## src/rtl/coin_acceptor.sv

```systemverilog
// Coin acceptor front end: syncs and debounces two coin sensors, then
// emits one single-cycle coin code per coin with a quiet gap between codes.
//
// Ports:
//   clk          rising-edge clock
//   reset        synchronous active-high reset
//   shilling_in  raw shilling sensor (async, bouncy)
//   crown_in     raw crown sensor (async, bouncy)
//   coin         registered code {crown, shilling}, one cycle per coin
//   busy         gap running or a coin pending
//   dropped      sticky: a coin was lost because its pending slot was full
//   lock         (COIN_REJECT_EN only) machine locked, new coins refused
//   reject       (COIN_REJECT_EN only) one-cycle pulse for a refused coin
//
// Optional feature macro: COIN_REJECT_EN
module coin_acceptor #(
    parameter int DEBOUNCE_CYCLES = 4,
    parameter int GAP_CYCLES      = 2
) (
    input  logic       clk,
    input  logic       reset,
    input  logic       shilling_in,
    input  logic       crown_in,
`ifdef COIN_REJECT_EN
    input  logic       lock,
    output logic       reject,
`endif
    output logic [1:0] coin,
    output logic       busy,
    output logic       dropped
);

    localparam int CW = $clog2(DEBOUNCE_CYCLES + 1);
    localparam int GW = (GAP_CYCLES > 0) ? $clog2(GAP_CYCLES + 1) : 1;
    localparam logic [CW-1:0] CNT_LAST = CW'(DEBOUNCE_CYCLES - 1);
    localparam logic [GW-1:0] GAP_LOAD = GW'(GAP_CYCLES);

    // Channel 0 is shilling, channel 1 is crown, matching the coin code.
    logic [1:0]    raw;
    logic [1:0]    s1;
    logic [1:0]    s2;
    logic [1:0]    deb;
    logic [1:0]    deb_q;
    logic [CW-1:0] cnt [2];
    logic [1:0]    rise;
    logic [1:0]    acc;
    logic [1:0]    want;
    logic [1:0]    pend;
    logic [GW-1:0] gap;

    assign raw = {crown_in, shilling_in};

    // Sync chain and debouncer: a new level is adopted only after it has
    // been seen for DEBOUNCE_CYCLES consecutive cycles.
    always_ff @(posedge clk) begin
        if (reset) begin
            s1    <= '0;
            s2    <= '0;
            deb   <= '0;
            deb_q <= '0;
            for (int i = 0; i < 2; i++) begin
                cnt[i] <= '0;
            end
        end else begin
            s1    <= raw;
            s2    <= s1;
            deb_q <= deb;
            for (int i = 0; i < 2; i++) begin
                if (s2[i] == deb[i]) begin
                    cnt[i] <= '0;
                end else if (cnt[i] == CNT_LAST) begin
                    deb[i] <= s2[i];
                    cnt[i] <= '0;
                end else begin
                    cnt[i] <= cnt[i] + 1'b1;
                end
            end
        end
    end

    // Only rising debounced edges mean a coin; falls are ignored.
    assign rise = deb & ~deb_q;

`ifdef COIN_REJECT_EN
    assign acc = rise & {2{~lock}};
`else
    assign acc = rise;
`endif

    assign want = pend | acc;
    assign busy = (gap != '0) || (pend != '0);

    // Emitter: outside the gap, pending and fresh coins merge into one
    // code; inside the gap, fresh coins wait in a one-deep slot each.
    always_ff @(posedge clk) begin
        if (reset) begin
            coin    <= 2'b00;
            pend    <= '0;
            gap     <= '0;
            dropped <= 1'b0;
        end else if (gap == '0) begin
            coin <= want;
            pend <= '0;
            if (want != 2'b00) begin
                gap <= GAP_LOAD;
            end
        end else begin
            coin <= 2'b00;
            gap  <= gap - 1'b1;
            pend <= pend | acc;
            if ((acc & pend) != 2'b00) begin
                dropped <= 1'b1;
            end
        end
    end

`ifdef COIN_REJECT_EN
    always_ff @(posedge clk) begin
        if (reset) begin
            reject <= 1'b0;
        end else begin
            reject <= |(rise & {2{lock}});
        end
    end
`endif

endmodule
```

## config.mk

```make
export PLATFORM = sky130hd
export DESIGN_NAME = coin_acceptor
export DESIGN_NICKNAME = d
export VERILOG_FILES = /design/src/rtl/coin_acceptor.sv
export SDC_FILE = /design/constraint.sdc
export NUM_CORES = 1
export LEC_CHECK = 0
export CORE_UTILIZATION = 40
export CTS_CLUSTER_DIAMETER = 80
export CTS_CLUSTER_SIZE = 12
export DETAILED_ROUTE_END_ITERATION = 10
export HOLD_SLACK_MARGIN = 0.02
export PLACE_DENSITY = 0.69
export REMOVE_ABC_BUFFERS = 1
export SETUP_SLACK_MARGIN = 0.15
export SYNTH_ARGS = -nofsm -noshare
export SYNTH_HDL_FRONTEND = slang
export SYNTH_SLANG_ARGS = --single-unit
```

## constraint.sdc

```tcl
create_clock -name clk -period 2.6 [get_ports clk]
set_clock_uncertainty 0.15 [all_clocks]
set_input_delay 0.26 -clock clk [delete_from_list [all_inputs] [get_ports clk]]
set_output_delay 0.26 -clock clk [all_outputs]
set_load 0.02 [all_outputs]
```

Yosys cells after proc, flatten, opt, wreduce, memory -nomap -nowiden

Memory sizes are Yosys's and may differ from the RTL's.
Cells that the tools add are included.

Add/sub/neg operators: 3
Equality and inequality tests: 5
Muxes and demuxes: 32
Bitwise operators: 13
Reductions and logical operators: 11

Operators with widths:

| kind                                             | count |
|---|---|
| 2-to-1 mux 1 bit                                 | 24 |
| 2-to-1 mux 3 bit                                 | 6 |
| nonzero test 2 bit                               | 4 |
| adder 3 x 1 -> 3 bit, second input constant      | 2 |
| == test 3 x 2 -> 1 bit, second input constant    | 2 |
| bitwise OR 1 bit                                 | 6 |
| AND reduction 2 bit                              | 3 |
| AND 2 bit                                        | 2 |
| 2-to-1 mux 2 bit                                 | 2 |
| OR reduction 2 bit                               | 2 |
| NOT 1 bit                                        | 3 |
| == test 1 bit                                    | 2 |
| logical NOT 2 bit                                | 1 |
| != test 2 x 1 -> 1 bit, second input constant    | 1 |
| NOT 2 bit                                        | 1 |
| bitwise OR 2 bit                                 | 1 |
| subtractor 2 x 1 -> 2 bit, second input constant | 1 |
| logical OR 1 bit                                 | 1 |

Register bits after elaboration: 15
RAM bits: 6
Input bits: 4
Output and inout port bits: 4
Logic and storage cells: 74
Memories: 1

Memory list:

| name | words | bits a word | rd ports | clocked after Yosys merged registers in | write ports | RTL line | RTL |
|---|---|---|---|---|---|---|---|
| cnt  | 2     | 3           | 2        | 0                                       | 2           | 44       | `logic [CW-1:0] cnt [2];` |

Longest topological paths before layout

Gate-level depths: netlist of the first run.

Depth in word-level cells: 7
Depth in mapped cells: 5
Depth with buffers taken out: 5

Worst setup path before layout of the first run

Ideal clock, no wire load.

Kind: register to register
Start point: reg gap[0]
End point: reg gap[1]
Arrival time: 1.541 ns
Data required time: 2.327 ns
Setup slack: 0.785 ns
Stages on the path, launching flop included: 6
Buffers on the path: 0
Period minus slack after synthesis: 1.815 ns
Cells stage by stage: dfxtp_1 > inv_1 > ha_1 > or3b_4 > nor3_4 > mux2_1

Longest elaborated chain between the ends: 2
Elaborated cells on any way between the ends: 4
Those cells by class: 1 x add/sub; 1 x eq/ne; 1 x mux; 1 x reduce/logical

Ends and longest elaborated chain:

| item                                                                  | RTL line | RTL |
|---|---|---|
| from (decl)                                                           | 49       | `logic [GW-1:0] gap;` |
| from (signal assigned)                                                | 109      | `gap <= gap - 1'b1;` |
| subtractor 2 x 1 -> 2 bit / logical NOT 2 bit (equally long branches) | 109, 101 |  |
| 2-to-1 mux 2 bit / != test 2 x 1 -> 1 bit (equally long branches)     | --       |  |

Several ways; a longest one is shown, not always the timed one.
A chain may end at the register's enable or synchronous reset.

Worst setup path after layout of the first run

Start point: reg gap[0]
End point: out busy

Longest elaborated chain between the ends: 2

Ends and longest elaborated chain:

| item               | RTL line | RTL |
|---|---|---|
| nonzero test 2 bit | 91       | `assign busy = (gap != '0) \|\| (pend != '0);` |
| logical OR 1 bit   | 91       |  |
| to (decl)          | 29       | `output logic busy,` |

Every way passes these cells.

==> impl_metrics.yaml, run 1 <==
outcome:
  status: "completed"
die:
  initial_core_util_pct: 42.61
  dieArea_um2: 2299
  ios: 8
  rows: 16
  die_h_um: 47.95
  die_x_um: 47.95
  fp.coreArea_um2: 1982
route:
  ant_nets: 0
  wl_per_cell_um: 9.429
  dr.pass1.iters: 2
  drcViolationCount: 0
  drt_first_iter_violations: 1
  totalWireLength_um: 1122
  vias: 514
  viasPerCell: 4.319
clock_network:
  post-cts-setup-buffer-count: 0
  clk_latency_ns: 0.30
  clockRootBuffer: "clkbuf_4"
  clk_path_buf_depth: 2
  clkTransAtPathRegs_ns: 0.11
  cts_tree: "built"
  htreeDepth: 1
  ctsHoldBuffers: 0
  clock_sinks: 21
  ctsResizeCount: 0
  cts_buffers: 3
synth:
  syn_avg_cell_area_um2: 11.11
  synth_cell_type_count: 19
  yosysSeqAreaShare_pct: 56.89
  yosys_warnings: 0
  synth-seq-cells: 21
  netlist_area_um2: 844.6
  postSynthCellCount: 76
critical_path:
  cp.arrival_ns: 1.90
  cp-end-kind: "primary output"
  crit_path_end: "busy"
  crit_fanout: 6
  crit_start: "gap[0]"
  rr_worst_depth: 5
  crit-reg2reg-capture: "gap[1]"
  r2r_start: "gap[0]"
  worst_setup_path_start_kind: "register"
  crit_type: "reg -> out"
  rrSetupSlack_ns: 0.74
  critPathRequiredTime_ns: 2.19
sta:
  hold_violations: 0
  period_share_pct: 88.83
  min_period_ns: 2.310
  rsz0062_at_grt: "false"
  setup_tns_ns: 0
  fin_hold_ws_ns: 0.2977
  max_freq_mhz: 433.0
  setup_violations: 0
  slew_viol_final: 0
cells_and_area:
  area_growth_pct: 18.07
  drive_above_1_share_pct: 6.522
  final_cell_mix: "nor2_1 (15), dfxtp_1 (15), nor2b_1 (8)"
  final_core_util_pct: 50.32
  diodes: 0
  nets: 103
global_route:
  grt_util_all_layers_pct: 12.23
  grt_pass1_vias: 441
  gr-total-overflow: 0
  grt_max_degree: 12
  grt_pass1_wl_um: 1787
  antenna_found_initial: 0
power_and_ir_drop:
  total_power_uw: 643.7
  p_leak_nw: 0.4171
  irDropWorstVdd_mv: 0.3376
  pwr_density_cell_nw_per_um2: 645.5
placed_design:
  io_buffer_count: 7
  gp_congestion: 0.6534
  dp_hpwl_um: 857.5
worst_hold_path:
  hold_path_class: "reg -> reg"
run:
  drv_cap: 0
## state kept, by name, indices dropped and copies added (netlist names)
name     cells
pend         2
dropped      1
coin         2
cnt          6
s2           2
gap          2
s1           2
deb_q        2
deb          2
## synthesized netlist by cell type (all sizes together)
cell     n  area (um2)
dfxtp   15       300.3
ha       6       75.07
edfxtp   6       180.2
nor3     3       26.28
or2b     1       7.510
and2b    2       15.01
or3b     1       11.26
mux2i    3       30.03
clkbuf   1       3.750
mux2     1       11.26
or3      2       12.51
conb     1       3.750
nor2b    8       50.05
inv      6       22.52
nor2    15       56.30
a221oi   1       8.760
nand2b   2       12.51
xnor2    2       17.52
## metrics by stage
step,std cells,area (um2),setup slack (ns)
finish,119,997.2,0.2903
global route,119,997.2,0.1894
CTS,119,997.2,0.2618
detailed placement,115,970.9,0.6139
global placement,115,970.9,0.6499
floorplan,80,859.6,0.7853
## power breakdown
| part | internal [mW] | leakage (nW) | total, mW | switching [mW] |
|---|---|---|---|---|
| clock network | 0.0598 | 0.0150 | 0.151 | 0.0914 |
| registers | 0.352 | 0.184 | 0.359 | 0.00717 |
| logic | 0.0735 | 0.218 | 0.133 | 0.0597 |
| total | 0.485 | 0.417 | 0.644 | 0.158 |
## layout make-up
cell class | count | area [um2]
multi-input combinational | 53 | 356.6
tap | 27 | 33.78
inverter | 6 | 22.52
fill | 183 | 984.7
clock buffer | 4 | 26.28
timing repair buffer | 8 | 77.57
sequential | 21 | 480.5
## cell families (layout without fill, tap and decap cells)
| kind of cell | after synthesis | in the layout | synth area share [%] |
|---|---|---|---|
| muxes | 4 | 4 | 4.889 |
| xor gates and xnor gates | 2 | 2 | 2.074 |
| other | 1 | 6 | 0.4440 |
| and+or+nand+nor | 34 | 34 | 22.67 |
| buffers and inverters | 7 | 18 | 3.110 |
| adders and majority gates | 6 | 6 | 8.889 |
| AOI/OAI and AO/OA | 1 | 1 | 1.037 |
| DFF | 21 | 21 | 56.89 |
## metal layers
metal  share of wire [%]  wire, um  GRT usage, %  vias up
met3                 3.7        42         3.396        4
met1                  50       560         15.85      226
met5                   0         0             0        -
met2                  43       484         15.95        9
met4                 3.2        36         11.67        0
li1                    -         -             -      275
## worst min path at each step
stage | from | to | slack (ns) | cells past startpoint
floorplan | reset | deb_q[0] | 0.18 | 1
global placement | s1[0] | s2[0] | 0.27 | 1
detailed placement | s1[0] | s2[0] | 0.28 | 1
CTS | s1[0] | s2[0] | 0.30 | 1
global route | s1[0] | s2[0] | 0.32 | 1
finish | s1[0] | s2[0] | 0.30 | 1
## worst max-delay path: stages (launching register included)
cell	delay (ns)
dfxtp_1	0.33
inv_1	0.08
ha_1	0.23
or3b_4	0.42
clkdlybuf4s50_1	0.55
Note: power is estimated with default switching activity, not from simulation.
==> run 2, diff against run 1 <==
--- a/config.mk
+++ b/config.mk
@@ -6,13 +6,14 @@
 export NUM_CORES = 1
 export LEC_CHECK = 0
 export CORE_UTILIZATION = 40
-export CTS_CLUSTER_DIAMETER = 80
+export CTS_CLUSTER_DIAMETER = 40
 export CTS_CLUSTER_SIZE = 12
 export DETAILED_ROUTE_END_ITERATION = 10
 export HOLD_SLACK_MARGIN = 0.02
 export PLACE_DENSITY = 0.69
 export REMOVE_ABC_BUFFERS = 1
 export SETUP_SLACK_MARGIN = 0.15
+export SLEW_MARGIN = 20
 export SYNTH_ARGS = -nofsm -noshare
 export SYNTH_HDL_FRONTEND = slang
 export SYNTH_SLANG_ARGS = --single-unit
==> results of run 2 <==
Same layout as run 1: the final DEF is identical, and so are final timing and power.
==> run 3, diff against run 2 <==
--- a/config.mk
+++ b/config.mk
@@ -6,6 +6,7 @@
 export NUM_CORES = 1
 export LEC_CHECK = 0
 export CORE_UTILIZATION = 40
+export CTS_BUF_LIST = sky130_fd_sc_hd__clkbuf_16
 export CTS_CLUSTER_DIAMETER = 40
 export CTS_CLUSTER_SIZE = 12
 export DETAILED_ROUTE_END_ITERATION = 10
==> run 3 against run 2 <==
Effect of this change:
- die area unchanged
- sequential power about the same
- clock power up 110%
- global-route usage up 0.16 points
- final cell count unchanged
- largest power group unchanged
- register-to-register slack about the same
- utilization up 2.7 points
- fmax up 3.0%
- combinational power about the same
- worst setup slack better by 0.068 ns
- sequential cell count unchanged
==> impl_metrics.yaml, run 3 (synthesized netlist as in run 1, its figures left out) <==
outcome:
  status: "completed"
power_and_ir_drop:
  irDropWorstVdd_mv: 0.4958
  p_leak_nw: 0.4444
  total_power_uw: 805.0
  pwr_density_cell_nw_per_um2: 766.9
placed_design:
  dp_hpwl_um: 857.5
  dpl_cell_area_um2: 970.9
  dp.cells: 115
  gp_congestion: 0.6534
  io_buffer_count: 7
sta:
  setup_tns_ns: 0
  max_freq_mhz: 446.1
  min_period_ns: 2.242
  period_share_pct: 86.22
  hold_violations: 0
  setup_violations: 0
  rsz0062_at_grt: "false"
  slew_viol_final: 0
clock_network:
  ctsResizeCount: 0
  clk_path_buf_depth: 2
  ctsHoldBuffers: 0
  clk_latency_ns: 0.25
  clkTransAtPathRegs_ns: 0.06
  clock_sinks: 21
  cts_buffers: 3
  clockRootBuffer: "clkbuf_16"
  htreeDepth: 1
  post-cts-setup-buffer-count: 0
  cts_tree: "built"
cells_and_area:
  drive_above_1_share_pct: 6.522
  diodes: 0
  fin_area_um2: 1050
  final_core_util_pct: 52.97
  multi_input_area_um2: 356.6
  top_register: "cnt"
  final_cell_mix: "nor2_1 (15), dfxtp_1 (15), nor2b_1 (8)"
  nets: 103
  regArea_um2: 480.5
  area_growth_pct: 24.30
  largest_reg_flops: 6
  fillers: 177
  fin_cells: 119
global_route:
  grt_pass1_vias: 466
  grt-busiest-layer: "met2"
  use_met3_pct: 3.396
  use_met2_pct: 18.92
  antenna_found_initial: 0
  grt_max_degree: 12
  gr-total-overflow: 0
  grt_util_all_layers_pct: 12.38
  grt_pass1_wl_um: 1883
  use_met1_pct: 15.85
route:
  drt_first_iter_violations: 4
  dr.pass1.iters: 2
  drcViolationCount: 0
  wl_per_cell_um: 9.899
  ant_nets: 0
  totalWireLength_um: 1178
  vias: 511
  viasPerCell: 4.294
critical_path:
  crit_fanout: 6
  cp.arrival_ns: 1.83
  crit_type: "reg -> out"
  worst_setup_path_start_kind: "register"
  cp-end-kind: "primary output"
  critPathRequiredTime_ns: 2.19
die:
  fp.coreArea_um2: 1982
  initial_core_util_pct: 42.61
  die_x_um: 47.95
  dieArea_um2: 2299
  die_h_um: 47.95
  ios: 8
  rows: 16
worst_hold_path:
  hold_path_class: "reg -> reg"
run:
  drv_cap: 0
[run 3: final timing paths]
check	startpoint	endpoint	slack, ns	cells after the start
min reg2reg	s1[0]	s2[0]	0.29	1
max	gap[0]	busy	0.36	4
max reg2reg	gap[0]	gap[1]	0.75	5
min	s1[0]	s2[0]	0.29	1
[run 3: final cells by class]
class                           count  area share, %
Clock buffer                        3          7.151
Sequential cell                    21          45.77
Clock inverter                      1         0.3576
Timing Repair Buffer                8          7.390
Inverter                            6          2.145
Multi-Input combinational cell     53          33.97
Tap cell                           27          3.218
[run 3: routing by layer]
metal | wire [um] | up-vias
met5 | 0 | -
met4 | 12 | 0
met3 | 37 | 2
met2 | 543 | 9
met1 | 584 | 223
li1 | - | 277
[run 3: per-stage QoR]
step                      worst slack (ns)  hold slack (ns)
after global routing                0.2816           0.3102
after CTS                           0.3401           0.2891
after detailed placement            0.6139           0.2761
final                               0.3584           0.2858
after global placement              0.6499           0.2667
after floorplan                     0.7853           0.1816
[run 3: where the power goes]
part	leakage, nW	internal [mW]	total, mW	switching [mW]
Sequential	0.184	0.353	0.360	0.00719
Combinational	0.218	0.0735	0.133	0.0597
Clock	0.0423	0.204	0.312	0.107
Total	0.444	0.631	0.805	0.174
[run 3: worst max-delay path: stages (launching register included)]
cell and delay (ns):
dfxtp_1 0.31, inv_1 0.08, ha_1 0.23, or3b_4 0.42, clkdlybuf4s50_1 0.55
